[src/rtl/mpu_frame_asm.sv]
// mpu_frame_asm: requests one MPU6050 burst read from the I2C master, collects
// the 14-byte register burst, and presents seven signed 16-bit words as a frame
// over a valid/ready handshake. A watchdog and a busy-drop check catch short or
// stalled bursts.
`timescale 1ns/1ps
module mpu_frame_asm #(
    parameter int unsigned FRAME_BYTES = 14,
    parameter int unsigned TIMEOUT_CYC = 200000,
    parameter int unsigned CNT_W       = 8
) (
    input  logic             clk,
    input  logic             rst_n,
    input  logic             start,
    input  logic             iic_busy,
    input  logic             iic_avalid,
    input  logic [7:0]       iic_data,
    output logic             iic_transfer,
    output logic             frame_valid,
    input  logic             frame_ready,
    output logic [15:0]      accel_x,
    output logic [15:0]      accel_y,
    output logic [15:0]      accel_z,
    output logic [15:0]      temp_raw,
    output logic [15:0]      gyro_x,
    output logic [15:0]      gyro_y,
    output logic [15:0]      gyro_z,
    output logic             timeout_err,
    output logic [CNT_W-1:0] frame_cnt
);

    localparam int unsigned IDX_W   = $clog2(FRAME_BYTES);
    localparam int unsigned WD_W    = $clog2(TIMEOUT_CYC + 1);
    localparam int unsigned N_WORDS = FRAME_BYTES / 2;

    typedef enum logic [2:0] {
        S_IDLE,
        S_REQ,
        S_COLLECT,
        S_HOLD,
        S_ERR
    } state_t;

    state_t             r_state;
    state_t             w_next;
    logic [IDX_W-1:0]   r_idx;
    logic [WD_W-1:0]    r_wdog;
    logic               r_busy_d;
    logic               r_busy_fell;
    logic [7:0]         r_shadow [FRAME_BYTES-1];
    logic [7:0]         w_bytes  [FRAME_BYTES];
    logic [15:0]        r_words  [N_WORDS];
    logic               r_iic_transfer;
    logic               r_frame_valid;
    logic               r_timeout_err;
    logic [CNT_W-1:0]   r_frame_cnt;
    logic               w_in_burst;
    logic               w_is_last_idx;
    logic               w_last;
    logic               w_expire;

    assign w_in_burst    = (r_state == S_REQ) || (r_state == S_COLLECT);
    assign w_is_last_idx = (r_idx == IDX_W'(FRAME_BYTES - 1));
    assign w_last        = (r_state == S_COLLECT) && iic_avalid && w_is_last_idx;
    // Expiry cycle is the last cycle a strobe still counts; ERR follows it.
    assign w_expire      = (r_wdog == WD_W'(TIMEOUT_CYC - 1));

    // Frame view: shadow bytes plus the final byte taken straight off the bus.
    always_comb begin
        for (int i = 0; i < int'(FRAME_BYTES) - 1; i++) begin
            w_bytes[i] = r_shadow[i];
        end
        w_bytes[FRAME_BYTES-1] = iic_data;
    end

    // Next-state logic; a completing last byte wins over timeout or busy drop.
    always_comb begin
        w_next = r_state;
        unique case (r_state)
            S_IDLE:    if (start && !iic_busy) w_next = S_REQ;
            S_REQ:     w_next = w_expire ? S_ERR : S_COLLECT;
            S_COLLECT: begin
                if (w_last)                       w_next = S_HOLD;
                else if (w_expire || r_busy_fell) w_next = S_ERR;
            end
            S_HOLD:    if (frame_ready) w_next = S_IDLE;
            S_ERR:     w_next = S_IDLE;
            default:   w_next = S_IDLE;
        endcase
    end

    // State register.
    always_ff @(posedge clk or negedge rst_n) begin
        if (!rst_n) r_state <= S_IDLE;
        else        r_state <= w_next;
    end

    // Burst bookkeeping: byte index, watchdog and busy falling-edge flag.
    always_ff @(posedge clk or negedge rst_n) begin
        if (!rst_n) begin
            r_idx       <= '0;
            r_wdog      <= '0;
            r_busy_d    <= 1'b0;
            r_busy_fell <= 1'b0;
        end else begin
            r_busy_d    <= iic_busy;
            r_busy_fell <= w_in_burst && r_busy_d && !iic_busy;
            if (r_state == S_IDLE) begin
                r_idx  <= '0;
                r_wdog <= '0;
            end else if (w_in_burst) begin
                r_wdog <= r_wdog + WD_W'(1);
                if (r_state == S_COLLECT && iic_avalid) r_idx <= r_idx + IDX_W'(1);
            end
        end
    end

    // Shadow capture of all bytes except the last, which loads directly.
    always_ff @(posedge clk or negedge rst_n) begin
        if (!rst_n) begin
            for (int i = 0; i < int'(FRAME_BYTES) - 1; i++) r_shadow[i] <= '0;
        end else if (r_state == S_COLLECT && iic_avalid && !w_is_last_idx) begin
            r_shadow[r_idx] <= iic_data;
        end
    end

    // Output registers: single simultaneous word load, flags and frame counter.
    always_ff @(posedge clk or negedge rst_n) begin
        if (!rst_n) begin
            for (int k = 0; k < int'(N_WORDS); k++) r_words[k] <= '0;
            r_iic_transfer <= 1'b0;
            r_frame_valid  <= 1'b0;
            r_timeout_err  <= 1'b0;
            r_frame_cnt    <= '0;
        end else begin
            r_iic_transfer <= (w_next == S_REQ);
            r_frame_valid  <= (w_next == S_HOLD);
            if (r_state == S_IDLE && w_next == S_REQ) r_timeout_err <= 1'b0;
            else if (w_next == S_ERR)                 r_timeout_err <= 1'b1;
            if (w_last) begin
                for (int k = 0; k < int'(N_WORDS); k++) begin
                    r_words[k] <= {w_bytes[2*k], w_bytes[2*k+1]};
                end
                r_frame_cnt <= r_frame_cnt + CNT_W'(1);
            end
        end
    end

    assign iic_transfer = r_iic_transfer;
    assign frame_valid  = r_frame_valid;
    assign timeout_err  = r_timeout_err;
    assign frame_cnt    = r_frame_cnt;
    assign accel_x      = r_words[0];
    assign accel_y      = r_words[1];
    assign accel_z      = r_words[2];
    assign temp_raw     = r_words[3];
    assign gyro_x       = r_words[4];
    assign gyro_y       = r_words[5];
    assign gyro_z       = r_words[6];

endmodule

[config.mk]
export PLATFORM = sky130hd
export DESIGN_NAME = mpu_frame_asm
export DESIGN_NICKNAME = d
export VERILOG_FILES = /design/src/rtl/mpu_frame_asm.sv
export SDC_FILE = /design/constraint.sdc
export NUM_CORES = 1
export LEC_CHECK = 0
export CAP_MARGIN = 20
export CORE_MARGIN = 4
export CORE_UTILIZATION = 55
export DETAILED_ROUTE_END_ITERATION = 16
export PLACE_DENSITY = 0.9
export SLEW_MARGIN = 20
export SYNTH_ARGS = -nofsm -noshare
export SYNTH_HDL_FRONTEND = slang
export SYNTH_SLANG_ARGS = --single-unit
[constraint.sdc]
create_clock -name clk -period 2.47 [get_ports clk]
set_input_delay 0.247 -clock clk [delete_from_list [all_inputs] [get_ports clk]]
set_output_delay 0.247 -clock clk [all_outputs]
set_load 0.03 [all_outputs]
Word-level counts from Yosys, hierarchy flattened
Cells that the tools add are included.
- register bits: 254
- input port bits: 14
- output and inout bits: 123
- logic and storage cells: 76
- $add $sub $neg: 3
- $lt $le $gt $ge: 2
- eq/ne operators: 8
- muxes and demuxes: 16
- bitwise operators: 1
- reductions and logical operators: 17
- operator list (cell ; number):
    bitwise mux 104 bit ; 1
    two-way mux 18 bit ; 2
    demux 8 bit (select 4 bit) ; 1
    adder 18 x 1 -> 18 bit (second input constant) ; 1
    equality test 18 bit (second input constant) ; 1
    two-way mux 3 bit ; 5
    two-way mux 4 bit ; 3
    one-hot mux 3 bit (4 select lines) ; 1
    equality test 3 x 2 -> 1 bit (second input constant) ; 3
    adder 8 x 1 -> 8 bit (second input constant) ; 1
    logical AND 1 bit ; 8
    two-way mux 8 bit ; 1
    equality test 3 x 1 -> 1 bit (second input constant) ; 2
    nonzero test 2 bit ; 3
    >= comparator 5 bit (second input constant) ; 1
    < comparator 5 x 1 -> 1 bit (second input constant) ; 1
    inverter 4 -> 5 bit ; 1
    adder 4 x 1 -> 4 bit (second input constant) ; 1
    equality test 4 bit (second input constant) ; 1
    equality test 3 bit (second input constant) ; 1
    logical NOT 3 bit ; 1
    logical NOT 1 bit ; 2
    logical OR 1 bit ; 2
    two-way mux 1 bit ; 2
    AND reduction 2 bit ; 1

Logic depth before layout (Yosys ltp)
- word-level depth: 8
- mapped depth: 8
- gate-level depth less buffers: 6

Least setup slack after synthesis
No wires, ideal clock.
- kind: register -> register
- from: register r_state[0]
- to: register r_shadow[24] (netlist name)
- setup time: 128 ps
- arrival: 1743 ps
- required time: 2342 ps
- slack: 599 ps
- stages on the path, launching flop included: 5
- path buffers: 0
- period minus slack after synthesis: 1871 ps
- cells stage by stage: dfrtp_1 nand4bb_4 nor3b_1 nand2_2 mux2_1
- cells in the longest elaborated chain, start to end: 3
- RTL lines (item ; RTL line ; source):
    start, declared ; 43 ; state_t r_state;
    start signal, assigned ; 94 ; else r_state <= w_next;
    equality test 3 x 2 -> 1 bit ; 121 ; end else if (r_state == S_COLLECT && iic_avalid && !w_is_last_idx) begin
    logical AND 1 bit (2 in a row) ; 121 ;
    end signal, assigned by index ; 122 ; r_shadow[r_idx] <= iic_data;
    end, declared ; 49 ; logic [7:0] r_shadow [FRAME_BYTES-1];
Every way passes these cells.
A chain may end at the register's enable or synchronous reset.

Worst setup path after layout
- from: register r_state[1]
- to: register r_wdog[16]
- cells in the longest elaborated chain, start to end: 3
- elaborated cells between the ends (all ways): 6
- those cells by class: eq/ne: 2; mux: 1; reduce/logical: 3
- RTL lines (item ; RTL line ; source):
    equality test 3 x 1 -> 1 bit / equality test 3 x 2 -> 1 bit (equally long branches) ; 61 ; assign w_in_burst = (r_state == S_REQ) || (r_state == S_COLLECT);
    logical OR 1 bit ; 61 ;
    nonzero test 2 bit (no source line) ; n/a ;
    end signal, assigned ; 111 ; r_wdog <= r_wdog + WD_W'(1);
    end, declared ; 46 ; logic [WD_W-1:0] r_wdog;
Parallel ways exist; a longest one is shown, timed or not.

==> impl_metrics.ini <==
[global_routing]
grt_pass1_wl_um = 36600
grt_max_degree = 82
grt_usage_pct = 22.3
grt_antenna_before_repair = 0
grt_pass1_vias = 6982
overflow = 0

[routing]
wl_per_cell_um = 17.4
vias = 6984
viasPerCell = 5.44
dr.first_iter.drc_count = 391
detail-route-antenna-nets = 0
drc = 0
drtPass1Iterations = 4
finalWirelength_um = 22400

[synth]
synth_top_area_cell = dfrtp_1
async_flop_share_pct = 100
synth_edf_count = 0
yosys.cell_types.count = 41
synth_top_family_by_area = simple AND/OR/NAND/NOR gates
synth_ff_type = dfrtp_1
yosys-top-cells-count = nand2_1 (355), dfrtp_1 (254), mux2_2 (98), clkbuf_1 (31)
synthAdderAreaFrac_pct = 0.751
synth_cells = 900
muxShareOfSynthArea_pct = 11.7
yosys_register_bits = 254
yosys.area_share.xor_xnor_pct = 1.49
syn-cell-area_um2 = 10000
synth_top_area_share_pct = 63.5
syn_nets = 920
yosys.area_share.simple_pct = 18.4
yosysMostFrequentCell = nand2_1
synthTopCellsByArea = dfrtp_1 (64%), nand2_1 (13%), mux2_2 (11%)
avgSynthCellArea_um2 = 11.1
ys_warn_count = 0
ys_seq_area_share_pct = 63.5
synth-compound-area-share_pct = 1.88

[cells_and_area]
largest_reg_flops = 104
multiInputGateArea_um2 = 3440
fillers = 1280
utilization_pct = 70.0
syn2layout_area_growth_pct = 25.3
reg_top3 = r_shadow: 104 flops, r_wdog: 18 flops
top_register = r_shadow
final_area_um2 = 12500
register_area_um2 = 6360
n_antenna_cell = 0
num-nets-final = 1056
drive_gt1_share_pct = 16.3

[clock_tree]
cts_max_level = 1
clk_path_buf_depth = 3
cts_tree = yes
post-cts-setup-buffer-count = 0
clockRootBuffer = clkbuf_16
cts_sinks = 254
clk_pin_slew_ns = 0.07
cts_resized = 0
numCtsBuffers = 25
postCtsHoldBufs = 1
clk_latency_ns = 0.52

[die]
start_util_pct = 55.9
die_h_um = 143
io_pins = 137
dieArea_um2 = 20400
die_w_um = 143
rows = 49
core_um2 = 17900

[pwr]
irDropWorstVdd_mv = 0.510
power_density_nw_per_um2 = 745
leakage_nw = 6.36

[worst_setup_path]
worst-setup-path-type = reg2reg
critPathMaxFanout = 11
worstPathArrival_ns = 2.56
cp-end-kind = flip-flop
start_kind = flip-flop
required_ns = 2.91

[placement]
place_area_um2 = 11700
dp_hpwl_um = 14700
routabilityCongestion = 0.798
portBuffers = 136

[sta]
setup-tns-final_ns = 0
fin_worst_skew_ns = 0.0250
worstMarginPinSlew_ns = 0.834
slew_headroom_pct = 44.3
rsz0062_at_grt = false
finalMaxSlewViolations = 0
fmax_mhz = 472
period_needed_ns = 2.12
fin_crit_sh_pct = 85.8
finalSetupViolCount = 0
hold_viol = 0

[flow_run]
cap_violations = 0

[worst_hold_path]
hold_path_class = in2reg

[outcome]
status = complete, no violations
## final timing paths
kind / start / endpoint / slack (ns) / cells after the start
min in group asynchronous: rst_n / accel_x[6] / 0.31 / 2
setup reg to reg: r_state[1] / r_wdog[16] / 0.35 / 4
hold reg to reg: gyro_z[4] / gyro_z[4] / 0.46 / 2
setup / recovery: r_state[1] / r_wdog[16] / 0.35 / 4
max in group asynchronous: rst_n / frame_cnt[0] / 1.35 / 3
hold / removal: iic_busy / r_busy_d / 0.22 / 1
## where the power goes
part | switching (mW) | internal [mW] | leakage [nW]
sequential | 0.202 | 4.41 | 3.51
clock | 1.54 | 2.31 | 0.424
combinational | 0.482 | 0.383 | 2.43
total | 2.22 | 7.11 | 6.36
## area by class of cell
cell class / count / share of cell area [%]
sequential: 254 / 50.7
tap: 229 / 2.29
multi-input combinational: 593 / 27.4
clock inverter: 8 / 0.749
inverter: 6 / 0.180
clock buffer: 38 / 6.02
timing repair buffer: 156 / 12.6
## logic make-up (layout without fill, tap and decap cells)
group | after synthesis | in the layout
adders and majority gates | 6 | 6
AOI/OAI and AO/OA | 32 | 32
and+or+nand+nor | 434 | 434
muxes | 104 | 104
DFF | 254 | 254
buffers and inverters | 53 | 208
xor gates and xnor gates | 17 | 17
## cells in the final DEF (no fill, tap or decap), drive strengths merged, types with 2 or more instances in the layout
cell type / Yosys / final
nand4: 8 / 8
buf: 16 / 20
bufinv: 0 / 2
clkinv: 0 / 5
clkbuf: 31 / 38
o31ai: 4 / 4
xor2: 2 / 2
nor2: 13 / 13
or4: 5 / 5
and2: 5 / 5
a21o: 2 / 2
nand3: 8 / 8
clkdlybuf4s50: 0 / 135
mux2: 104 / 104
dfrtp: 254 / 254
ha: 6 / 6
xnor2: 15 / 15
or3: 7 / 7
and3: 4 / 4
nand2: 363 / 363
nor4b: 2 / 2
o21ai: 8 / 8
a21oi: 13 / 13
inv: 6 / 7
nor3b: 3 / 3
nor3: 4 / 4
a31oi: 2 / 2
nor4: 3 / 3
## worst max-delay path: stages (launching register included)
cell and delay [ns]:
dfrtp_1 0.56, xnor2_1 0.22, or4_1 0.62, or4_1 0.45
a21oi_1 0.19
## routing by layer
layer	vias up	wire (µm)	global-route usage, %
met1	3528	9560	30.6
met4	0	456	5.55
met3	44	1180	3.55
met2	202	11200	37.7
met5	-	0	0
li1	3210	-	-
## per-stage QoR
stage          cells  setup WS, ns  total power, mW  hold WS [ns]
4_1_cts         1284         0.364             9.41         0.215
2_1_floorplan    900         0.599             5.19       -0.0486
5_1_grt         1284         0.224             9.71         0.245
6_report        1284         0.351             9.33         0.224
3_3_place_gp    1237         0.308             5.49         0.278
3_5_place_dp    1237         0.278             5.54         0.281
Power figures use the tool's default switching activity.
